## src/rtl/ps2_frame_rx.sv

```systemverilog
// ps2_frame_rx: deglitched PS/2 device-to-host frame receiver with error strobes and timeout
module ps2_frame_rx #(
  parameter int FILTER_LEN     = 8,
  parameter int TIMEOUT_CYCLES = 5000
) (
  input  logic       clk,
  input  logic       rst_n,
  input  logic       kbd_clk,
  input  logic       kbd_data,
  output logic [7:0] dataout,
  output logic       data_valid,
  output logic       parity_err,
  output logic       frame_err,
  output logic       busy
);
  localparam int TW = $clog2(TIMEOUT_CYCLES + 1);
  typedef enum logic [1:0] {IDLE, DATA, PARITY, STOP} state_t;
  state_t          state;
  logic [1:0]      clk_sync, dat_sync;
  logic            filt_clk, filt_prev, par_bit;
  logic [7:0]      fcnt, shreg;
  logic [2:0]      bitcnt;
  logic [TW-1:0]   tcnt;
  logic            fall, bit_in, expired;
  assign fall    = filt_prev & ~filt_clk;
  assign bit_in  = dat_sync[1];
  assign expired = (state != IDLE) && !fall && (tcnt == TW'(TIMEOUT_CYCLES - 1));
  // two-flop synchronisers for the asynchronous pins
  always_ff @(posedge clk or negedge rst_n)
    if (!rst_n) begin
      clk_sync <= 2'b11;
      dat_sync <= 2'b11;
    end else begin
      clk_sync <= {clk_sync[0], kbd_clk};
      dat_sync <= {dat_sync[0], kbd_data};
    end
  // filtered clock only follows the synced pin after FILTER_LEN stable samples
  always_ff @(posedge clk or negedge rst_n)
    if (!rst_n) begin
      filt_clk  <= 1'b1;
      filt_prev <= 1'b1;
      fcnt      <= '0;
    end else begin
      filt_prev <= filt_clk;
      if (clk_sync[1] == filt_clk) fcnt <= '0;
      else if (fcnt == 8'(FILTER_LEN - 1)) begin
        filt_clk <= clk_sync[1];
        fcnt     <= '0;
      end else fcnt <= fcnt + 1'b1;
    end
  // frame state machine: shifts bits on each filtered falling edge, decides outcome at stop bit
  always_ff @(posedge clk or negedge rst_n)
    if (!rst_n) begin
      state      <= IDLE;
      shreg      <= '0;
      bitcnt     <= '0;
      tcnt       <= '0;
      par_bit    <= 1'b0;
      dataout    <= '0;
      data_valid <= 1'b0;
      parity_err <= 1'b0;
      frame_err  <= 1'b0;
      busy       <= 1'b0;
    end else begin
      data_valid <= 1'b0;
      parity_err <= 1'b0;
      frame_err  <= 1'b0;
      if (expired) begin
        state     <= IDLE;
        busy      <= 1'b0;
        shreg     <= '0;
        bitcnt    <= '0;
        tcnt      <= '0;
        frame_err <= 1'b1;
      end else begin
        tcnt <= (state == IDLE || fall) ? '0 : tcnt + 1'b1;
        if (fall)
          case (state)
            IDLE:
              if (!bit_in) begin
                state  <= DATA;
                busy   <= 1'b1;
                bitcnt <= '0;
              end
            DATA: begin
              shreg  <= {bit_in, shreg[7:1]};
              bitcnt <= bitcnt + 1'b1;
              if (bitcnt == 3'd7) state <= PARITY;
            end
            PARITY: begin
              par_bit <= bit_in;
              state   <= STOP;
            end
            default: begin
              state <= IDLE;
              busy  <= 1'b0;
              if (!bit_in) frame_err <= 1'b1;
              else if (^shreg ^ par_bit) begin
                dataout    <= shreg;
                data_valid <= 1'b1;
              end else parity_err <= 1'b1;
            end
          endcase
      end
    end
endmodule

```

## config.mk

```make
export PLATFORM = sky130hd
export DESIGN_NAME = ps2_frame_rx
export DESIGN_NICKNAME = d
export VERILOG_FILES = /design/src/rtl/ps2_frame_rx.sv
export SDC_FILE = /design/constraint.sdc
export NUM_CORES = 1
export LEC_CHECK = 0
export ABC_AREA = 1
export CAP_MARGIN = 20
export CELL_PAD_IN_SITES_DETAIL_PLACEMENT = 1
export CELL_PAD_IN_SITES_GLOBAL_PLACEMENT = 1
export CORE_ASPECT_RATIO = 1.4
export CORE_UTILIZATION = 50
export CTS_BUF_LIST = sky130_fd_sc_hd__clkbuf_2
export DETAILED_ROUTE_END_ITERATION = 8
export PLACE_DENSITY = 0.95
export SLEW_MARGIN = 5
export SYNTH_ARGS = -nofsm -noshare
export SYNTH_HDL_FRONTEND = slang
export SYNTH_SLANG_ARGS = --single-unit
```

## constraint.sdc

```tcl
create_clock -name clk -period 2.4 [get_ports clk]
set_input_delay 0.36 -clock clk [delete_from_list [all_inputs] [get_ports clk]]
set_output_delay 0.36 -clock clk [all_outputs]
set_load 0.005 [all_outputs]
```

==> results list, run 1 <==
- Per report_power, the clock group accounts for 15.5% of the total.
- Synthesized area divided by synthesized cell count: 8.62 um^2
- STA classifies the critical path endpoint as a flop.
- In this run the worst hold path is classified as in -> reg.
* Power dissipated by switching net loads: 0.889 mW
* Pin count of the biggest net entering global routing: 29
* Crit path required time: 2750 ps
- Synthesized net count: 321
* Result of the run: finished clean
- The cell sitting at the root of the clock tree is a sky130_fd_sc_hd__clkbuf_2.
* Crit. Startpoint: state[0]$_DFFE_PN0P_
- Setup Crit Path Kind: reg -> reg
- Yosys instantiated no cell more often than sky130_fd_sc_hd__nand2_1.
- Internal power comes to 1.32 mW.
- The post-route netlist has 8.79% of its cells at a drive strength greater than 1.
* CTS Hold Buffers Added: 1
- Per report_power, the sequential group accounts for 51.3% of the total.
- Post-CTS repair changed the size of 0 cells.
- CTS built an H-tree with a depth of 2.
* Clock transition at the register clock pins on the worst setup and hold paths after CTS: 240 ps
- Via count: 2107
- After the last flow step, the layout net total stands at 343.
* FF+latch count, synth: 53
- The die covers 0.00559 mm^2.
- Top cell type's share of synthesized area: 44.4%
- In the global route stage, met3 resource usage came out at 3.65%.
- Endpoint arrival time on the critical path: 2280 ps
* Routed len/inst: 14.1 um
* Busiest layer in global routing: met2
- Detailed-route DRC error count: 0
* Area of the mapped netlist: 0.00265 mm^2
- Unrepaired setup endpoints after global routing: no
* Final Max Tran Viols: 0
- For this run, the detailed router's first-pass iteration total came to 5.
* TritonCTS Sinks: 53
- The congestion estimate from routability-driven global placement came to 0.917.
* Number of setup violations in the final report: 0
- At the pin with the least slew margin, the transition time is 649 ps.
* Number of distinct standard cells referenced by the synthesized netlist: 32
* Met1 GRT Util: 25.2%
* Longest Clk Path Bufs: 2
- Placement-stage worst setup slack: 490 ps
- In this run, the number of DRC markers left after iteration 0 of detailed routing was 142.
- Die X-Extent: 63.5 um
- Counting I/O delays and the setup requirement, the final critical path takes 1930 ps.
- Counting flops with an async set or reset pin after synthesis yields a share of 100%.
- Across the run, the number of max-cap violations was 0.
* Global-route usage over all layers: 23.1%
- Dividing the final minimum period by the clock period gives 80.4%.
- The first global-routing pass estimated 9880 um of wire.
- The analysis attributes to cell leakage a power of 1.42 nW.
* Dominant synthesized flop cell: sky130_fd_sc_hd__dfrtp_1
- The repair_antennas step left the layout with diodes totalling 0.
- In this run the remaining antenna-violating nets after routing total 0.
- STA classifies the critical path startpoint as a flop.
- Overall power: 2.21 mW
* Total CTS buffers: 5
- Final core occ: 57.1%
- In the post-synthesis netlist, the biggest area contributors are sky130_fd_sc_hd__dfrtp_1, sky130_fd_sc_hd__nand2_1, sky130_fd_sc_hd__nand3_1.
* Hold violation total from the final report: 0
* Met2 track demand over resource in global routing: 43.8%
- Based on the critical path, the design can be clocked at up to 518 MHz.
- Cell type with the largest total area after synthesis: sky130_fd_sc_hd__dfrtp_1
- Die height: 88.1 um
- YS warnings: 0
- Pin placement for this block handled 16 I/O pins.
- In this run the most critical hold path is launched from kbd_clk.
* Port Buffers: 15
- The worst-case IR drop observed on VDD is 512 uV.
- Headroom to the max-slew limit: 56.5%
* Switching share of power: 40.3%
- Congestion Overflow GR: 0
- Summing the sequential cell areas from Yosys gives 50.4% of the chip area.
- For this block, the routed nets add up to 5580 um of wire.
- In this run the post-CTS setup repair buffer count came out at 0.
- Cell area power density: 755 mW/mm^2
* Number of antenna violations at the first check in global routing: 0
- Number of flops mapped to enable cells by yosys: 0
- Synth Instances: 307
* Routed vias/inst: 5.32
- Post-route worst setup slack: 471 ps
- Final clock skew: 14.4 ps
- CTS tree: done
- Critical Path Fanout Max: 18
* Layout-stage area growth over the synthesis result: 10.5%
- Adding up every negative setup slack in the final design gives 0 ps.
- Across all hold checks on the routed design, the worst slack comes to 293 ps.
* Effective utilization at floorplan: 51.7%
* Via count of the first global-routing pass: 2205
* Startpoint of the worst-slack reg-to-reg timing path: state[0]$_DFFE_PN0P_
- The region available for standard cell placement spans 0.00512 mm^2.
- Detailed-placement wirelength estimate: 4390 um
- The floorplan has 31 rows.
* Top post-synthesis cells by count: sky130_fd_sc_hd__nand2_1, sky130_fd_sc_hd__dfrtp_1, sky130_fd_sc_hd__inv_1, sky130_fd_sc_hd__nand3_1, sky130_fd_sc_hd__nor2_1
- Logic gate share of total power: 33.2%
- For the worst-skew pair, the clock arrives at the later sink with an insertion delay of 440 ps.
power by group through the flow:
stage	clock [mW]	sequential, mW	combinational [mW]
finish	0.342	1.13	0.733
global route	0.378	1.16	0.841
CTS	0.354	1.13	0.746
detailed placement	0	1.15	0.734
global placement	0	1.14	0.683
floorplan	0	1.12	0.538
through the flow:
step                      cells  area (um^2)
after global placement      387         2880
final                       396         2930
after global routing        396         2930
after floorplan             307         2650
after CTS                   396         2930
after detailed placement    387         2880
state kept, by name (all words and copies together), names as in the netlist, 2 cells and up:
name,cells
clk_sync,2
dat_sync,2
bitcnt,3
tcnt,13
dataout,8
shreg,8
state,2
fcnt,8
critical path: stages, from the launching register on:
cell and delay (ps):
sky130_fd_sc_hd__dfrtp_1 480, sky130_fd_sc_hd__inv_1 110, sky130_fd_sc_hd__ha_1 240, sky130_fd_sc_hd__inv_1 160
sky130_fd_sc_hd__nand2_4 110, sky130_fd_sc_hd__nor2_4 150, sky130_fd_sc_hd__nand2_4 150, sky130_fd_sc_hd__o21ai_0 150
sky130_fd_sc_hd__nand2_1 140, sky130_fd_sc_hd__nand2_1 90, sky130_fd_sc_hd__o21ai_1 70
per-layer routing:
| metal | vias up | wire, um | part of all wire, % |
|---|---|---|---|
| met2 | 29 | 3050 | 55 |
| met1 | 1029 | 2280 | 41 |
| li1 | 1037 | - | - |
| met5 | - | 0 | 0 |
| met4 | 0 | 140 | 2.5 |
| met3 | 12 | 99 | 1.8 |
final cells by class:
| type | count | area, um^2 |
|---|---|---|
| Fill cell | 645 | 2190 |
| Sequential cell | 53 | 1330 |
| Multi-Input combinational cell | 212 | 1150 |
| Timing Repair Buffer | 17 | 175 |
| Inverter | 40 | 150 |
| Tap cell | 66 | 82.6 |
| Clock buffer | 5 | 25.0 |
| Clock inverter | 3 | 12.5 |
worst paths after layout:
kind / to / slack (ps) / cells past startpoint
hold reg to reg: dat_sync[1]$_DFF_PN1_ / 370 / 0
max in group asynchronous: dat_sync[0]$_DFF_PN1_ / 1360 / 3
hold / removal: clk_sync[0]$_DFF_PN1_ / 290 / 1
setup / recovery: state[1]$_DFFE_PN0P_ / 470 / 10
min in group asynchronous: tcnt[3]$_DFF_PN0_ / 400 / 2
setup reg to reg: state[1]$_DFFE_PN0P_ / 470 / 10
cell families after synthesis:
kind of cell	count (synthesis)	share of synthesized area, %
AOI/OAI and AO/OA	22	5.11
and+or+nand+nor	172	30.8
xor gates and xnor gates	8	2.65
buffers and inverters	42	6.29
adders and majority gates	10	4.73
DFF	53	50.4
layout by cell type (no fill, tap or decap), types with 3 or more instances in the layout:
master and count:
sky130_fd_sc_hd__nor3_1 15, sky130_fd_sc_hd__clkinv_1 3, sky130_fd_sc_hd__clkbuf_2 5, sky130_fd_sc_hd__nor2_1 30, sky130_fd_sc_hd__o21ai_0 11, sky130_fd_sc_hd__inv_1 37
sky130_fd_sc_hd__nand3_1 35, sky130_fd_sc_hd__ha_1 10, sky130_fd_sc_hd__o21ai_1 3, sky130_fd_sc_hd__xnor2_1 4, sky130_fd_sc_hd__nand2_1 70, sky130_fd_sc_hd__dfstp_2 6
sky130_fd_sc_hd__dfrtp_1 47, sky130_fd_sc_hd__clkdlybuf4s50_1 14, sky130_fd_sc_hd__nand4_1 6, sky130_fd_sc_hd__nand2_4 3, sky130_fd_sc_hd__a21oi_1 3, sky130_fd_sc_hd__nor3b_1 4
sky130_fd_sc_hd__xor2_1 4
(Power assumes the default switching activity.)
==> run 2: changes to the inputs <==
--- a/config.mk
+++ b/config.mk
@@ -10,10 +10,10 @@
 export CELL_PAD_IN_SITES_DETAIL_PLACEMENT = 1
 export CELL_PAD_IN_SITES_GLOBAL_PLACEMENT = 1
 export CORE_ASPECT_RATIO = 1.4
-export CORE_UTILIZATION = 50
+export CORE_UTILIZATION = 47
 export CTS_BUF_LIST = sky130_fd_sc_hd__clkbuf_2
 export DETAILED_ROUTE_END_ITERATION = 8
-export PLACE_DENSITY = 0.95
+export PLACE_DENSITY = 0.93
 export SLEW_MARGIN = 5
 export SYNTH_ARGS = -nofsm -noshare
 export SYNTH_HDL_FRONTEND = slang
==> constraint.sdc (replaced) <==
create_clock -name clk -period 2 [get_ports clk]
set_input_delay 0.3 -clock clk [delete_from_list [all_inputs] [get_ports clk]]
set_output_delay 0.3 -clock clk [all_outputs]
set_load 0.005 [all_outputs]
==> run 2 against run 1 <==
  * Clock power grew 63%
  * Setup slack lost 280 ps
  * Global-route usage shrank 1.5 points
  * Final area grew 1.9%
  * Via count grew 0.81%
  * Utilization shrank 2.8 points
  * Sequential power grew 20%
  * Total power grew 30%
  * Register-to-register slack lost 280 ps
  * Worst hold slack lost 60 ps
  * Largest cell class unchanged
==> results list, run 2 (synthesis gave the netlist of run 1 again) <==
- The element type at the critical path end is a flop (unchanged).
* Congestion Overflow GR: 0 (unchanged)
* Max layer used: met4 (unchanged)
* Top Ports: 16 (unchanged)
- First-pass GRT wire length: 9970 um (was 9880 um)
* Post-route worst setup slack: 189 ps (was 471 ps)
* Die Footprint: 0.00594 mm^2 (was 0.00559 mm^2)
- Layout-stage area growth over the synthesis result: 12.6% (was 10.5%)
* Total Neg Setup Slack: 0 ps (unchanged)
- Total CTS buffers: 5 (unchanged)
- The most common cell after layout, fill and taps aside is sky130_fd_sc_hd__nand2_1 (unchanged).
- Endpoint arrival time on the critical path: 2170 ps (was 2280 ps)
- Type of element launching the critical path: flop (unchanged)
- The x dimension of the die is 65.4 um (was 63.5 um).
- Classification of the worst-slack hold path: in -> reg (unchanged)
* Most frequent cells in the layout: sky130_fd_sc_hd__nand2_1, sky130_fd_sc_hd__dfrtp_1, sky130_fd_sc_hd__inv_1 (unchanged)
- The total routed wirelength is 5790 um (was 5580 um).
* Fraction of final layout cells sized beyond drive strength 1: 11.1% (was 8.79%)
- The met3 layer wire length in the routed design was 96 um (was 99 um).
- The maximum fanout encountered on the critical timing path came to 18 (unchanged).
- Placeable core area: 0.00549 mm^2 (was 0.00512 mm^2)
* Unrepaired setup endpoints after global routing: no (unchanged)
- The total setup violations reported at the end of the flow came to 0 (unchanged).
- The detail-routed via count per cell was 5.28 (was 5.32).
- The first-pass iteration count of the detailed router was 4 (was 5).
* Fill count: 674 (was 645)
* Via count: 2124 (was 2107)
- The final layout net count came to 347 (was 343).
- Leak pwr: 1.45 nW (was 1.42 nW)
* Effective utilization at floorplan: 48.2% (was 51.7%)
- Port Buffers: 15 (unchanged)
- The final routed DRC violation total is 0 (unchanged).
- The period utilization was 90.6% (was 80.4%).
- GPL Wtd Cong: 0.793 (was 0.917)
- Number of antenna violations at the first check in global routing: 0 (unchanged)
- Hold violation total from the final report: 0 (unchanged)
- The combined global-route utilization of all metal layers is 21.6% (was 23.1%).
* Layout Cell Area excl Fill: 0.00298 mm^2 (was 0.00293 mm^2)
- CTS tree: done (unchanged)
- The height of the chip came to 90.8 um (was 88.1 um).
* Placement-stage worst setup slack: 110 ps (was 490 ps)
- The clock slew seen by the registers of the worst setup and hold paths is 260 ps (was 240 ps).
- The number of diodes is 0 (unchanged).
- The slew at the pin closest to its max-slew limit was 661 ps (was 649 ps).
* Std cell rows: 32 (was 31)
* Result of the run: finished clean (unchanged)
- Length of routed wiring on met1: 2270 um (was 2280 um)
* Detailed Route Iter0 Violations: 99 (was 142)
- Via count of the first global-routing pass: 2302 (was 2205)
- Final clock skew: 20.0 ps (was 14.4 ps)
* Largest register by flop count: tcnt (unchanged)
- The overall power after layout came to 2.86 mW (was 2.21 mW).
* Headroom to the max-slew limit: 55.9% (was 56.5%)
- Maximum Capacitance Violations: 0 (unchanged)
* Standard cell area after detailed placement: 0.00288 mm^2 (about the same)
- The count of placed standard cells in the final layout, fillers left out is 402 (was 396).
- The worst hold slack is 233 ps (was 293 ps).
- Area of all sequential standard cells: 0.00134 mm^2 (was 0.00133 mm^2)
* Pin count of the biggest net entering global routing: 54 (was 29)
- Detailed-placement wirelength estimate: 4360 um (was 4390 um)
* Longest Clk Path Bufs: 2 (unchanged)
- The clock period minus final worst setup slack is 1810 ps (was 1930 ps).
- The endpoint required time on the critical path came to 2350 ps (was 2750 ps).
* Number of flip-flops in the largest register: 13 (unchanged)
- The count of nets left with antenna violations after detail routing came to 0 (unchanged).
- The latest clock arrival within the worst-skew pair came to 450 ps (was 440 ps).
* TritonCTS Sinks: 53 (unchanged)
- Combined area of the multi-input logic cells: 0.00115 mm^2 (about the same)
- The cell total after placement was 390 (was 387).
- Number of levels in the clock H-tree: 2 (unchanged)
* Final core occ: 54.3% (was 57.1%)
- The timing-limited maximum frequency came to 552 MHz (was 518 MHz).
- Routed len/inst: 14.4 um (was 14.1 um)
- Buffer type at the clock tree root: sky130_fd_sc_hd__clkbuf_2 (unchanged)
* Cell area power density: 960 mW/mm^2 (was 755 mW/mm^2)
- Met2 wirelength from detailed routing: 3280 um (was 3050 um)
* Final Max Tran Viols: 0 (unchanged)
- Worst vdd rail ir drop: 428 uV (was 512 uV)
* Setup Crit Path Kind: reg -> reg (unchanged)
==> run 2: cell types whose count changed in the layout (fill, tap and decap cells not counted), sizes merged <==
cell and change:
bufinv +1, buf +4, clkinv -2, clkinvlp +1
==> run 2: power breakdown <==
part	internal, mW	total, mW	switching [mW]
combinational	0.325	0.950	0.625
sequential	1.22	1.36	0.134
clock	0.206	0.556	0.350
total	1.75	2.86	1.11
==> run 2: repair_timing <==
item / CTS / global route
setup buffers: 0 / 3
endpoints found under the setup margin: 0 / 16
endpoints found under the hold margin: 47 / 0
resized for setup: 0 / 4
hold buffers: 1 / 0
==> run 2: area by class of cell <==
class | count | share of cell area (%)
Sequential cell | 53 | 44.8
Multi-Input combinational cell | 212 | 38.6
Timing Repair Buffer | 21 | 6.47
Inverter | 40 | 5.04
Tap cell | 68 | 2.85
Clock inverter | 3 | 1.39
Clock buffer | 5 | 0.840
==> run 2: critical path: stages (launching register included) <==
cell                      delay, ps
sky130_fd_sc_hd__dfrtp_2        450
sky130_fd_sc_hd__inv_1           90
sky130_fd_sc_hd__ha_1           250
sky130_fd_sc_hd__inv_2          120
sky130_fd_sc_hd__nand2_4         90
sky130_fd_sc_hd__nor2_4         130
sky130_fd_sc_hd__nand2_4        150
sky130_fd_sc_hd__o21ai_1        160
sky130_fd_sc_hd__nand2_1        130
sky130_fd_sc_hd__nand2_1         90
sky130_fd_sc_hd__nand2_1         70
==> run 2: final timing paths <==
path,slack [ps],cells after the start,to,from
worst max-delay path,190,10,state[0]$_DFFE_PN0P_,state[0]$_DFFE_PN0P_
worst min-delay path,230,1,clk_sync[0]$_DFF_PN1_,kbd_clk
worst max register to register,190,10,state[0]$_DFFE_PN0P_,state[0]$_DFFE_PN0P_
worst min register to register,380,0,dat_sync[1]$_DFF_PN1_,dat_sync[0]$_DFF_PN1_
max in group asynchronous,1060,3,state[0]$_DFFE_PN0P_,rst_n
min in group asynchronous,450,3,fcnt[2]$_DFF_PN0_,rst_n
==> run 2: metal layers <==
layer | vias up | global-route usage (%)
li1 | 1039 | -
met1 | 1049 | 22.9
met2 | 23 | 40.4
met3 | 13 | 3.41
met4 | 0 | 9.42
met5 | - | 0
